### config.mk
export PLATFORM = sky130hd
export DESIGN_NAME = axi_fifo_pkt_arb
export DESIGN_NICKNAME = d
export VERILOG_FILES = /design/src/rtl/axi_fifo_pkt_arb.sv
export SDC_FILE = /design/constraint.sdc
export NUM_CORES = 1
export LEC_CHECK = 0
export ABC_CLOCK_PERIOD_IN_PS = 6800
export BUFFER_PORTS_ARGS = -buffer_cell sky130_fd_sc_hd__buf_2
export CORE_ASPECT_RATIO = 0.75
export CORE_MARGIN = 1.5
export CORE_UTILIZATION = 46
export CTS_CLUSTER_DIAMETER = 80
export DETAILED_ROUTE_END_ITERATION = 8
export GPL_TIMING_DRIVEN = 0
export PLACE_DENSITY = 0.93
export SYNTH_ARGS = -nofsm -noshare
export SYNTH_HDL_FRONTEND = slang
export SYNTH_SLANG_ARGS = --single-unit
export TNS_END_PERCENT = 100
### constraint.sdc
create_clock -name clk -period 6.8 [get_ports clk]
set_clock_uncertainty 0.05 [all_clocks]
set_input_delay 0.68 -clock clk [delete_from_list [all_inputs] [get_ports clk]]
set_output_delay 0.68 -clock clk [all_outputs]
set_load 0.05 [all_outputs]
### src/rtl/axi_fifo_pkt_arb.sv
// Packet-granular round-robin arbiter that feeds one FIFO write port from NUM_PORTS streams.
// A port is granted only when the FIFO can take a worst-case packet, and keeps the grant until tlast.
module axi_fifo_pkt_arb #(
   parameter int WIDTH     = 32,
   parameter int NUM_PORTS = 4,
   parameter int MAX_PKT   = 64
) (
   input  logic                       clk,
   input  logic                       reset,
   input  logic                       clear,
   input  logic [NUM_PORTS*WIDTH-1:0] i_tdata,
   input  logic [NUM_PORTS-1:0]       i_tlast,
   input  logic [NUM_PORTS-1:0]       i_tvalid,
   output logic [NUM_PORTS-1:0]       i_tready,
   input  logic [15:0]                fifo_space,
   output logic [WIDTH-1:0]           o_tdata,
   output logic                       o_tlast,
   output logic                       o_tvalid,
   input  logic                       o_tready,
   output logic [NUM_PORTS-1:0]       grant,
   output logic [15:0]                pkt_count,
   output logic [15:0]                trunc_count
);

   localparam int SEL_W = $clog2(NUM_PORTS);
   localparam int CNT_W = $clog2(MAX_PKT + 1);
   localparam logic [CNT_W-1:0]     LAST_BEAT = CNT_W'(MAX_PKT - 1);
   localparam logic [15:0]          SPACE_MIN = 16'(MAX_PKT);
   localparam logic [SEL_W-1:0]     LAST_PORT = SEL_W'(NUM_PORTS - 1);
   localparam logic [NUM_PORTS-1:0] ONE_HOT0  = NUM_PORTS'(1);

   typedef enum logic [1:0] {
      ST_ARB  = 2'd0,
      ST_PASS = 2'd1,
      ST_DROP = 2'd2
   } state_t;

   state_t               state_q, state_d;
   logic [SEL_W-1:0]     sel_q, sel_d;
   logic [SEL_W-1:0]     last_q, last_d;
   logic [CNT_W-1:0]     beat_cnt_q, beat_cnt_d;
   logic [NUM_PORTS-1:0] grant_q, grant_d;
   logic [15:0]          pkt_cnt_q, pkt_cnt_d;
   logic [15:0]          trunc_cnt_q, trunc_cnt_d;

   logic [WIDTH-1:0]     port_data_s [NUM_PORTS];
   logic [SEL_W:0]       arb_pick_s;
   logic [WIDTH-1:0]     sel_data_s;
   logic                 sel_valid_s;
   logic                 sel_last_s;
   logic                 at_limit_s;

   // Returns {found, index} of the first requester after 'last', wrapping modulo NUM_PORTS.
   function automatic logic [SEL_W:0] rr_pick(input logic [NUM_PORTS-1:0] req,
                                              input logic [SEL_W-1:0]     last);
      logic [SEL_W:0]   res;
      logic [SEL_W-1:0] pidx;
      int               sum;
      res = '0;
      for (int k = NUM_PORTS; k >= 1; k--) begin
         sum  = int'(last) + k;
         pidx = (sum >= NUM_PORTS) ? SEL_W'(sum - NUM_PORTS) : SEL_W'(sum);
         if (req[pidx]) begin
            res = {1'b1, pidx};
         end
      end
      return res;
   endfunction

   function automatic logic [15:0] sat_inc16(input logic [15:0] v);
      return (v == 16'hFFFF) ? v : v + 16'd1;
   endfunction

   for (genvar n = 0; n < NUM_PORTS; n++) begin : g_unpack
      assign port_data_s[n] = i_tdata[n*WIDTH +: WIDTH];
   end

   assign arb_pick_s  = rr_pick(i_tvalid, last_q);
   assign sel_data_s  = port_data_s[sel_q];
   assign sel_valid_s = i_tvalid[sel_q];
   assign sel_last_s  = i_tlast[sel_q];
   assign at_limit_s  = (beat_cnt_q == LAST_BEAT);

   // Next-state logic and the combinational pass-through datapath.
   always_comb begin
      state_d     = state_q;
      sel_d       = sel_q;
      last_d      = last_q;
      beat_cnt_d  = beat_cnt_q;
      grant_d     = grant_q;
      pkt_cnt_d   = pkt_cnt_q;
      trunc_cnt_d = trunc_cnt_q;
      i_tready    = '0;
      o_tvalid    = 1'b0;
      o_tlast     = 1'b0;
      o_tdata     = sel_data_s;

      case (state_q)
         ST_ARB: begin
            if (arb_pick_s[SEL_W] && (fifo_space >= SPACE_MIN)) begin
               sel_d      = arb_pick_s[SEL_W-1:0];
               grant_d    = ONE_HOT0 << arb_pick_s[SEL_W-1:0];
               beat_cnt_d = '0;
               state_d    = ST_PASS;
            end else begin
               grant_d    = '0;
            end
         end
         ST_PASS: begin
            o_tvalid        = sel_valid_s;
            o_tlast         = sel_last_s | at_limit_s;
            i_tready[sel_q] = o_tready;
            if (sel_valid_s && o_tready) begin
               beat_cnt_d = beat_cnt_q + CNT_W'(1);
               // A genuine tlast on the limit beat is a normal end, not a truncation.
               if (sel_last_s) begin
                  pkt_cnt_d = pkt_cnt_q + 16'd1;
                  last_d    = sel_q;
                  grant_d   = '0;
                  state_d   = ST_ARB;
               end else if (at_limit_s) begin
                  pkt_cnt_d   = pkt_cnt_q + 16'd1;
                  trunc_cnt_d = sat_inc16(trunc_cnt_q);
                  state_d     = ST_DROP;
               end else begin
                  state_d = ST_PASS;
               end
            end else begin
               beat_cnt_d = beat_cnt_q;
            end
         end
         ST_DROP: begin
            i_tready[sel_q] = 1'b1;
            if (sel_valid_s && sel_last_s) begin
               last_d  = sel_q;
               grant_d = '0;
               state_d = ST_ARB;
            end else begin
               state_d = ST_DROP;
            end
         end
         default: begin
            grant_d = '0;
            state_d = ST_ARB;
         end
      endcase
   end

   // State register; clear behaves exactly like reset.
   always_ff @(posedge clk) begin
      if (reset || clear) begin
         state_q     <= ST_ARB;
         sel_q       <= '0;
         last_q      <= LAST_PORT;
         beat_cnt_q  <= '0;
         grant_q     <= '0;
         pkt_cnt_q   <= 16'd0;
         trunc_cnt_q <= 16'd0;
      end else begin
         state_q     <= state_d;
         sel_q       <= sel_d;
         last_q      <= last_d;
         beat_cnt_q  <= beat_cnt_d;
         grant_q     <= grant_d;
         pkt_cnt_q   <= pkt_cnt_d;
         trunc_cnt_q <= trunc_cnt_d;
      end
   end

   assign grant       = grant_q;
   assign pkt_count   = pkt_cnt_q;
   assign trunc_count = trunc_cnt_q;

endmodule

[Word level (Yosys, flattened, before mapping)]
Index checks and enable logic that the tools add are counted.
Storage, ports and cells
  register bits: 49
  logic and storage cells: 108
Operators by class
  add/sub/neg operators: 11
  order comparisons: 12
  equality and inequality tests: 8
  shifts and indexed selects: 1
  mux-type cells: 48
  bitwise operators: 5
  reductions and logical operators: 16
Operator list (count)
  $bmux 32 s2: 1
  $mux 32: 2
  $add 16x1->16 const B: 2
  $mux 16: 2
  $mux 2: 12
  $eq 16x16->1 const B: 1
  $ge 16x7->1 const B: 1
  $mux 4: 4
  $lt 2x3->1 const B: 5
  $mux 7: 2
  $pmux 7 s2: 1
  $bmux 1 s2: 6
  $ge 3x3->1 const B: 4
  $mux 3: 4
  $pmux 4 s3: 1
  $mux 1: 9
  $reduce_and 3->1: 3
  $ne 2x2->1 const B: 4
  $pmux 4 s2: 1
  $sub 2x1->2 const B: 4
  $add 7x1->7 const B: 1
  $eq 7x6->1 const B: 1
  $add 2x2->3 const B: 2
  $pmux 2 s3: 1
  20 further kinds: 27

[Depth between registers and ports, before layout]
Gate-level depths: netlist of run 1.
  depth after elaboration: 12
  depth in mapped cells: 8
  mapped depth without buffers: 7

[Worst setup path before layout of run 1]
No wires, ideal clock.
  path kind: register to output
  start point: reg state_q[1]
  end point: out i_tready[0]
  data arrival time: 2.314 ns
  data required time: 6.070 ns
  slack: 3.756 ns
  stages on the path, launching flop included: 7
  buffers on the path: 1
  cell sequence: dfxtp_1 > inv_1 > ha_1 > clkbuf_1 > a21oi_1 > nor2b_1 > nor3b_1
Between the ends
  longest elaborated chain between the ends: 2
  elaborated cells between the ends (all ways): 3
RTL lines
  start, declared: RTL line 38  | state_t state_q, state_d;
  start signal, assigned: RTL line 160  | state_q <= state_d;
  $eq 2x2->1 / $eq 2x1->1 (equally long branches): RTL line 98  | case (state_q)
  $pmux 4 s2 *: RTL line 98
  end, declared: RTL line 14  | output logic [NUM_PORTS-1:0] i_tready,
Every way passes the cells marked *; elsewhere a longest branch is shown, timed or not.

[Final worst setup path of run 1]
  start point: reg sel_q[0]
  end point: out o_tdata[8]
Between the ends
  longest elaborated chain between the ends: 4
RTL lines
  start, declared: RTL line 39  | logic [SEL_W-1:0] sel_q, sel_d;
  start signal, assigned: RTL line 161  | sel_q <= sel_d;
  $not 2->3 (implied by the code): RTL line 79  | assign sel_data_s = port_data_s[sel_q];
  $bmux 32 s2: RTL line 79
  $mux 32 (implied by the code) (2 in series): RTL line 79
  end, declared: RTL line 16  | output logic [WIDTH-1:0] o_tdata,
Every way passes these cells. The select of a mux whose other input is x is not followed.

==> impl_results.md, run 1 <==
- Run status: completed
- Commonest cells after routing, fill and taps aside: 225 x buf_2, 49 x dfxtp_1, 42 x nor2_1
- Post-synthesis sequential area ratio: 0.286
- Worst Setup End Kind: output port
- Clk Latency, worst-skew pair: slightly above 300 ps
- Pins Over Slew Limit: 0
- FFs w/ async S/R, synth: 0
- Tmin final: 3370 ps
- Simple-Gate Fraction of Synth Area: 0.239
- Detailed Place HPWL: roughly 11000 um
- Largest net degree at the start of global routing: 18
- Total die area: around 0.008 sq mm
- Max stage delay on crit path: ~670 ps
- Final number of hold-violating endpoints: 0
- Synth Area in Compound Gates: 0.125
- Ports: 230
- Synthesized-area fraction occupied by adder cells: 0.0255
- Area delta synth->final: 39.6%
- Commonest non-fill, non-tap cell in the layout: buf_2
- CTS Root Cell: clkbuf_8
- Syn. warnings: 0
- Num Clock Sinks: 49
- Worst path slowest cell: mux4_2
- Synth Area in XOR/XNOR: 0.0408
- Congestion Overflow GR: 0
- Routed Antenna Nets: 0
- Final worst-path cycle share: 0.495
- ANT cells: 0
- RSZ-0062 raised after global routing: false
- Area of the mapped netlist: 0.00343 sq mm
- Starting Density: 0.470
- Top Family by Delay on Critical Path: buffers and inverters
- Vias: about 4000
- Hold Path Class: flip-flop to flip-flop
- Ys flop type: dfxtp_1
- Number of synthesized register bits: just under 50
- Layout cell share with drive strength beyond 1: 0.475
- Vias in the first global route: 3731
- DR vias/cell: between 5 and 6
- Multiplexer area fraction after synthesis: 0.246
- Mapped Nets: about 520
- Clock tree buffer depth: 2
- Rel. slew slack: 0.465
- Unique masters post-synth: 49
- Crit path cell chain: buf_6 -> buf_2 -> buf_1 -> mux4_2 -> buf_2
- Syn Area/Cell: between 9 and 10 sq um
- H-tree depth: 2
- CP Buf/Inv Count: 4
- Peak VDD IR: slightly above 100 uV
- PwrDens: between 150 and 200 mW/mm^2
- Total GRT Usage: 0.318
- DR DRC count: 0
- Initial antenna violation count: 0
- Max Clk Rate: between 200 and 300 MHz
- Post-Place Cells: 684
- Crit path launch type: flip-flop
- Number of synthesized flops with an enable pin: 0
- Final wirelength: roughly 13000 um
- Clk pin slew, worst setup/hold paths: around 90 ps
- WP data arrival: between 2000 and 3000 ps
- CTS Buf Count: 5
- Area of the core: roughly 0.0073 sq mm
- Main combinational cell family by area after synthesis: multiplexers
- Final setup fails: 0
- DR WL/cell: approximately 19 um
- Most frequent CP cell: buf_2
- Pre-Repair DR Iteration Count: 5
- Layout Nets: about 750
- Required @ worst endpoint: 6070 ps
- Worst Path Max Fanout: 10
- Post-Synthesis Cells: 360
- Hold_buf cts: 0
- Setup TNS: 0 ps
- TritonCTS clock tree: built
- Die width: 103 um
- Max_cap viols: 0
- Worst-Margin Slew: 802 ps
- Post-cts resize count: 0
- Setup bufs post-CTS: 0
- Post-route insts no fill: slightly below 700
- Die Y: around 78 um
- Critical path class: flip-flop to output port
- Drt initial violations: around 300
- P_leak: 2.08 nW
- Global-route wire length before repair: approximately 19000 um
- IO Port Bufs: roughly 220
- Cell row count: 27
- Routability cong.: ~0.87
==> path summary, 6_finish.rpt <==
| check | from | endpoint | slack (ps) | cells past startpoint |
|---|---|---|---|---|
| min reg2reg | grant[1] | grant[1] | 450 | 1 |
| max | sel_q[0] | o_tdata[8] | 3430 | 5 |
| min | grant[1] | grant[1] | 450 | 1 |
| max reg2reg | sel_q[0] | trunc_count[15] | 4320 | 7 |
==> where the power goes <==
group / internal, W / switching, W / leakage, nW
combinational: 0.0000860 / 0.000150 / 1.63
clock: 0.000112 / 0.000111 / 0.0591
sequential: 0.000289 / 0.00000238 / 0.395
total: 0.000488 / 0.000263 / 2.08
==> per-layer routing <==
layer  vias to the layer above  share of wire  track usage
li1                       1841              -            -
met1                      1932           0.39        0.413
met2                       235           0.49        0.529
met3                        27          0.086       0.0541
met4                         0          0.034        0.120
met5                         -              0            0
==> worst register-to-register path: stages, from the launching register on <==
cell	delay (ps)
dfxtp_1	330
buf_6	130
mux4_2	570
nand4b_4	230
or4_4	480
buf_6	160
o31a_1	270
o21a_1	180
==> area by class of cell <==
class	instances	area [sq um]
clock inverters	3	47.5
flip-flops and latches	49	981
plain buffers	21	96.3
multi-input cells	281	2320
well taps	101	126
fillers	615	2510
clock buffers	5	68.8
inverters	9	33.8
repair buffers	223	1120
==> stage by stage <==
| step | power, W | util | instance area (sq um) | worst slack (ps) | hold WS (ps) |
|---|---|---|---|---|---|
| 2_1_floorplan | 0.000444 | - | 3430 | 3760 | 402 |
| 3_3_place_gp | 0.000527 | 0.641 | 4670 | 3700 | 416 |
| 3_5_place_dp | 0.000531 | 0.641 | 4670 | 3700 | 435 |
| 4_1_cts | 0.000749 | 0.657 | 4790 | 3360 | 450 |
| 5_1_grt | 0.000776 | 0.657 | 4790 | 3190 | 476 |
| 6_report | 0.000751 | 0.657 | 4790 | 3430 | 453 |
==> sequential cells by signal (all words and copies together) (netlist names) <==
register	cells
sel_q	2
beat_cnt_q	7
state_q	2
last_q	2
pkt_count	16
trunc_count	16
grant	4
==> Yosys cell counts (all sizes together) (3+ instances only) <==
library cell  instances  area [sq um]
nand2b                4          25.0
or3                  14          87.6
nand4                 5          31.3
nand3                15          75.1
nor4                 12          75.1
nor2                 42           158
buf                   8          47.5
inv                   9          33.8
a32o                  4          40.0
and2                  4          25.0
nor3                  5          25.0
a21oi                20           100
nor2b                 3          18.8
a31oi                 3          18.8
dfxtp                49           981
o21ai                14          70.1
a31o                  6          52.6
clkbuf               13          48.8
xnor2                14           123
mux4                 34           766
ha                    7          87.6
or2                   3          18.8
and4                  7          61.3
mux2i                 8          80.1
nand2                24          90.1
or4                   5          41.3
==> cell families (layout without fill, tap and decap cells) <==
group           Yosys count  count (layout)
xor+xnor                 16              16
compound gates           64              64
buf+inv                  30             261
fa+ha+maj                 7               7
simple gates            152             152
flops                    49              49
mux                      42              42
Note: power is estimated with default switching activity, not from simulation.
==> inputs of run 2 (changes only) <==
--- a/config.mk
+++ b/config.mk
@@ -5,15 +5,15 @@
 export SDC_FILE = /design/constraint.sdc
 export NUM_CORES = 1
 export LEC_CHECK = 0
-export ABC_CLOCK_PERIOD_IN_PS = 6800
+export ABC_CLOCK_PERIOD_IN_PS = 3250
 export BUFFER_PORTS_ARGS = -buffer_cell sky130_fd_sc_hd__buf_2
 export CORE_ASPECT_RATIO = 0.75
 export CORE_MARGIN = 1.5
-export CORE_UTILIZATION = 46
+export CORE_UTILIZATION = 43
 export CTS_CLUSTER_DIAMETER = 80
 export DETAILED_ROUTE_END_ITERATION = 8
 export GPL_TIMING_DRIVEN = 0
-export PLACE_DENSITY = 0.93
+export PLACE_DENSITY = 0.88
 export SYNTH_ARGS = -nofsm -noshare
 export SYNTH_HDL_FRONTEND = slang
 export SYNTH_SLANG_ARGS = --single-unit
==> constraint.sdc (replaced) <==
create_clock -name clk -period 3.25 [get_ports clk]
set_clock_uncertainty 0.05 [all_clocks]
set_input_delay 0.325 -clock clk [delete_from_list [all_inputs] [get_ports clk]]
set_output_delay 0.325 -clock clk [all_outputs]
set_load 0.05 [all_outputs]
==> run 2 against run 1 <==
  * Combinational power up 100%
  * Cell count unchanged
  * Register-to-register slack worse by 3500 ps
  * Flip-flop and latch count unchanged
  * Count of clock-buffer cells in the layout up 1
  * Worst hold slack worse by 210 ps
  * Critical path type unchanged
  * Sequential power up 110%
  * Largest power group unchanged
  * First-iteration DRC count up 11%
  * Largest cell class unchanged
  * Non-clock buffer count unchanged
==> impl_results.md, run 2 (synthesis results as in run 1) <==
- Run status: completed
- Total die area: 0.00853 sq mm
- Pre-Repair DR Iteration Count: 4
- Total GRT Usage: 0.292
- Metal2 WL: approximately 6500 um
- Drt initial violations: 336
- Final setup fails: 0
- P_leak: about 2.1 nW
- Setup TNS: 0 ps
- RSZ-0062 raised after global routing: false
- Setup bufs post-CTS: 0
- Crit path cell chain: buf_6 -> buf_2 -> buf_1 -> mux4_2 -> buf_2
- Worst Setup End Kind: output port
- Global-route wire length before repair: 19200 um
- ANT cells: 0
- Tmin final: between 2000 and 3000 ps
- Vias: around 4000
- Congestion Overflow GR: 0
- Hold_buf cts: 0
- Area of the core: about 0.0075 sq mm
- DR vias/cell: 5.79
- Final wirelength: 13100 um
- Die Y: approximately 80 um
- Vias in the first global route: between 3000 and 4000
- Starting Density: 0.456
- Initial antenna violation count: 0
- Layout Nets: roughly 750
- Clk pin slew, worst setup/hold paths: ~100 ps
- Largest net degree at the start of global routing: 17
- Final worst-path cycle share: 0.920
- IO Port Bufs: between 200 and 250
- Final instance area: between 0.004 and 0.005 sq mm
- Commonest cells after routing, fill and taps aside: 225 x buf_2, 49 x dfxtp_1, 42 x nor2_1
- Die width: 106 um
- Worst path slowest cell: mux4_2
- Placement Cell Area: about 0.0047 sq mm
- Final number of hold-violating endpoints: 0
- Clk Latency, worst-skew pair: 320 ps
- Detailed Place HPWL: 11100 um
- Hold Path Class: primary input to flip-flop
- Num Clock Sinks: 49
- Max stage delay on crit path: roughly 650 ps
- Critical path class: flip-flop to output port
- Clock tree buffer depth: 2
- Commonest non-fill, non-tap cell in the layout: buf_2
- Most frequent CP cell: buf_2
- Peak VDD IR: between 150 and 200 uV
- Layout cell share with drive strength beyond 1: 0.475
- Worst Path Max Fanout: 10
- Rel. slew slack: 0.482
- PwrDens: ~310 mW/mm^2
- CTS Buf Count: 5
- Post-cts resize count: 0
- DR DRC count: 0
- WP data arrival: 2610 ps
- Ports: 230
- H-tree depth: 2
- Max_cap viols: 0
- Routability cong.: between 0.8 and 0.9
- CTS Root Cell: clkbuf_8
- Core Util, Final: 0.634
- Crit path launch type: flip-flop
- Cell row count: 27
- Met1 WL: ~5300 um
- Max Clk Rate: about 330 MHz
- Routed Antenna Nets: 0
- DR WL/cell: roughly 19 um
- Worst-Margin Slew: between 700 and 800 ps
- Routed length on met3: around 1000 um
- Required @ worst endpoint: between 2000 and 3000 ps
- Top Layer Used: met4
- Pins Over Slew Limit: 0
- Area delta synth->final: 39.1%
- TritonCTS clock tree: built
## run 2: cell types whose count changed in the layout (fill, tap and decap cells not counted), sizes merged
cell | previous run | this run
bufinv | 1 | 0
inv | 11 | 10
clkbuf | 18 | 19
clkinvlp | 0 | 1
## run 2: power breakdown
part | total, W | switching (W) | internal [W]
clock network | 0.000397 | 0.000222 | 0.000176
registers | 0.000610 | 0.00000484 | 0.000605
logic | 0.000482 | 0.000302 | 0.000179
## run 2: path summary, 6_finish.rpt
kind                  from              end  slack (ps)  depth (start not counted)
max reg2reg       sel_q[0]  trunc_count[15]         780                          7
min                  reset  trunc_count[12]         240                          3
min reg2reg  beat_cnt_q[5]    beat_cnt_q[5]         450                          2
max               sel_q[0]       o_tdata[8]         260                          5
## run 2: layer usage
| layer | global-route usage | vias to the layer above |
|---|---|---|
| met1 | 0.367 | 1938 |
| li1 | - | 1845 |
| met5 | 0 | - |
| met2 | 0.499 | 202 |
| met3 | 0.0625 | 20 |
| met4 | 0.0986 | 0 |
## run 2: through the flow
| step | worst slack [ps] | std cells | power (W) | hold slack (ps) |
|---|---|---|---|---|
| 2_1_floorplan | 561 | 360 | 0.000929 | 402 |
| 3_3_place_gp | 580 | 684 | 0.00110 | 413 |
| 3_5_place_dp | 549 | 684 | 0.00110 | 429 |
| 4_1_cts | 206 | 692 | 0.00148 | 251 |
| 5_1_grt | 61.5 | 692 | 0.00154 | 252 |
| 6_report | 262 | 692 | 0.00149 | 238 |
## run 2: area by class of cell
class,count,area (sq um)
Fill cell,636,2760
Tap cell,101,126
Multi-Input combinational cell,281,2320
Sequential cell,49,981
Inverter,9,33.8
Clock inverter,2,16.3
Timing Repair Buffer,223,1120
Buffer,21,96.3
Clock buffer,6,82.6
## run 2: critical path, delay by kind of cell, from the launching register on
kind	cells	cell delay (ps)
buf+inv	4	1310
flops	1	340
mux	1	650
==> inputs of run 3 (changes only) <==
--- a/config.mk
+++ b/config.mk
@@ -7,7 +7,7 @@
 export LEC_CHECK = 0
 export ABC_CLOCK_PERIOD_IN_PS = 3250
 export BUFFER_PORTS_ARGS = -buffer_cell sky130_fd_sc_hd__buf_2
-export CORE_ASPECT_RATIO = 0.75
+export CORE_ASPECT_RATIO = 0.8
 export CORE_MARGIN = 1.5
 export CORE_UTILIZATION = 43
 export CTS_CLUSTER_DIAMETER = 80
@@ -17,4 +17,3 @@
 export SYNTH_ARGS = -nofsm -noshare
 export SYNTH_HDL_FRONTEND = slang
 export SYNTH_SLANG_ARGS = --single-unit
-export TNS_END_PERCENT = 100
==> run 3 against run 2 <==
  * Routed wire length up 5.8%
  * Largest power group unchanged
  * Combinational power up 2%
  * Count of clock-buffer cells in the layout down 1
  * Total power up 9.8%
  * Clock power up 35%
  * Critical path type unchanged
  * Register-to-register slack worse by 40 ps
==> impl_results.md, run 3 (synthesis results as in run 1) <==
- Run status: completed
- RR Startpoint: sel_q[0]
- Commonest non-fill, non-tap cell in the layout: buf_2
- Peak VDD IR: about 220 uV
- Clk pin slew, worst setup/hold paths: around 100 ps
- Pins Over Slew Limit: 0
- Worst Path Max Fanout: 10
- DR WL/cell: 19.7 um
- Pre-CTS setup slack: around 520 ps
- Layout cell share with drive strength beyond 1: 0.475
- Vias: approximately 4100
- Final Power: between 0.0015 and 0.002 W
- Area of the core: 0.00757 sq mm
- Clk Latency, worst-skew pair: between 300 and 400 ps
- Post-cts resize count: 0
- Largest net degree at the start of global routing: 17
- Max_cap viols: 0
- WP data arrival: between 2000 and 3000 ps
- Final wirelength: between 10000 and 15000 um
- CTS Root Cell: clkbuf_8
- Routability cong.: just over 1
- Reg2Reg Capture Point: trunc_count[15]
- Congestion Overflow GR: 0
- P_leak: around 2.1 nW
- Ports: 230
- Final worst-path cycle share: 0.931
- Final WS setup: around 220 ps
- Required @ worst endpoint: 2870 ps
- Routed Antenna Nets: 0
- Hold Path Origin: clear
- DR DRC count: 0
- Clock share of power: 0.327
- Clock tree buffer depth: 2
- PwrDens: between 300 and 400 mW/mm^2
- Final number of hold-violating endpoints: 0
- Commonest cells after routing, fill and taps aside: 225 x buf_2, 49 x dfxtp_1, 42 x nor2_1
- Crit path from: sel_q[0]
- H-tree depth: 2
- RSZ-0062 raised after global routing: false
- Layout Nets: roughly 750
- Starting Density: 0.454
- Gate power share: 0.300
- Setup TNS: 0 ps
- CTS Buf Count: 5
- IO Port Bufs: between 200 and 250
- Final setup fails: 0
- Num Clock Sinks: a little under 50
- Switching part of the total: 0.330
- DR vias/cell: between 5 and 6
- Switching power: ~0.00054 W
- Pint: around 0.0011 W
- Cell row count: 28
- Die width: between 100 and 150 um
- Initial antenna violation count: 8
- Worst-Margin Slew: 742 ps
- Crit path launch type: flip-flop
- TritonCTS clock tree: built
- Setup bufs post-CTS: 0
- Hold Path Class: primary input to flip-flop
- Hold_buf cts: 0
- Worst Setup End Kind: output port
- Max Clk Rate: ~330 MHz
- Drt initial violations: slightly below 400
- Hold Path Stages: 3
- Critical path class: flip-flop to output port
- Vias in the first global route: a little under 4000
- Die Y: ~83 um
- Detailed Place HPWL: ~11000 um
- Total die area: 0.00853 sq mm
- R2R cell count: 7
- Seq pwr share: 0.373
- Tmin final: about 3000 ps
- Total GRT Usage: 0.319
- Register-to-register setup slack: between 700 and 800 ps
- Pre-Repair DR Iteration Count: 5
- Rel. slew slack: 0.506
- Global-route wire length before repair: slightly above 20000 um
- Worst hold endpoint: trunc_count[12]
- Area delta synth->final: 41.1%
-- run 3: cell types whose count changed in the layout (fill, tap and decap cells not counted), sizes merged --
cell           previous run  this run
clkbuf                   19        18
clkinvlp                  1         0
bufinv                    0         2
buf                     231       230
diode                     0         8
clkdlybuf4s15             0         1
-- run 3: cell type report --
class,count,area [sq um]
Antenna cell,8,20.0
Buffer,21,103
Clock buffer,5,68.8
Clock inverter,3,68.8
Fill cell,647,2720
Inverter,9,33.8
Multi-Input combinational cell,281,2320
Sequential cell,49,981
Tap cell,105,131
Timing Repair Buffer,223,1120
-- run 3: through the flow --
stage	hold WS, ps	area [sq um]	utilization	cells
final	274	4840	0.640	704
after global routing	285	4840	0.640	704
after CTS	271	4820	0.637	696
after detailed placement	431	4680	0.618	688
after global placement	414	4680	0.618	688
after floorplan	402	3430	-	360
-- run 3: routing by layer --
metal,wire length (um),vias up,GRT usage,part of all wire
met3,1110,38,0.0572,0.080
met5,0,-,0,0
met2,7020,247,0.530,0.50
li1,-,1859,-,-
met1,5320,1981,0.386,0.38
met4,456,0,0.174,0.033
-- run 3: power groups by stage --
stage | clock, W | combinational [W] | sequential (W)
floorplan | 0 | 0.000299 | 0.000629
global placement | 0 | 0.000475 | 0.000623
detailed placement | 0 | 0.000484 | 0.000624
CTS | 0.000539 | 0.000487 | 0.000610
global route | 0.000566 | 0.000515 | 0.000611
finish | 0.000535 | 0.000491 | 0.000610
-- run 3: how the worst max path moves through the flow --
| stage | cells after the start | end | slack (ps) |
|---|---|---|---|
| 3_3_place_gp | 5 | o_tdata[8] | 570 |
| 3_5_place_dp | 5 | o_tdata[8] | 520 |
| 4_1_cts | 5 | o_tdata[8] | 170 |
| 2_1_floorplan | 6 | i_tready[0] | 560 |
| 5_1_grt | 5 | o_tdata[8] | 5 |
| 6_report | 5 | o_tdata[8] | 220 |
-- run 3: critical path: stages, from the launching register on --
cell and delay [ps]:
dfxtp_1 340, buf_6 120, buf_2 280, clkdlybuf4s15_1 680, mux4_2 660, buf_2 240
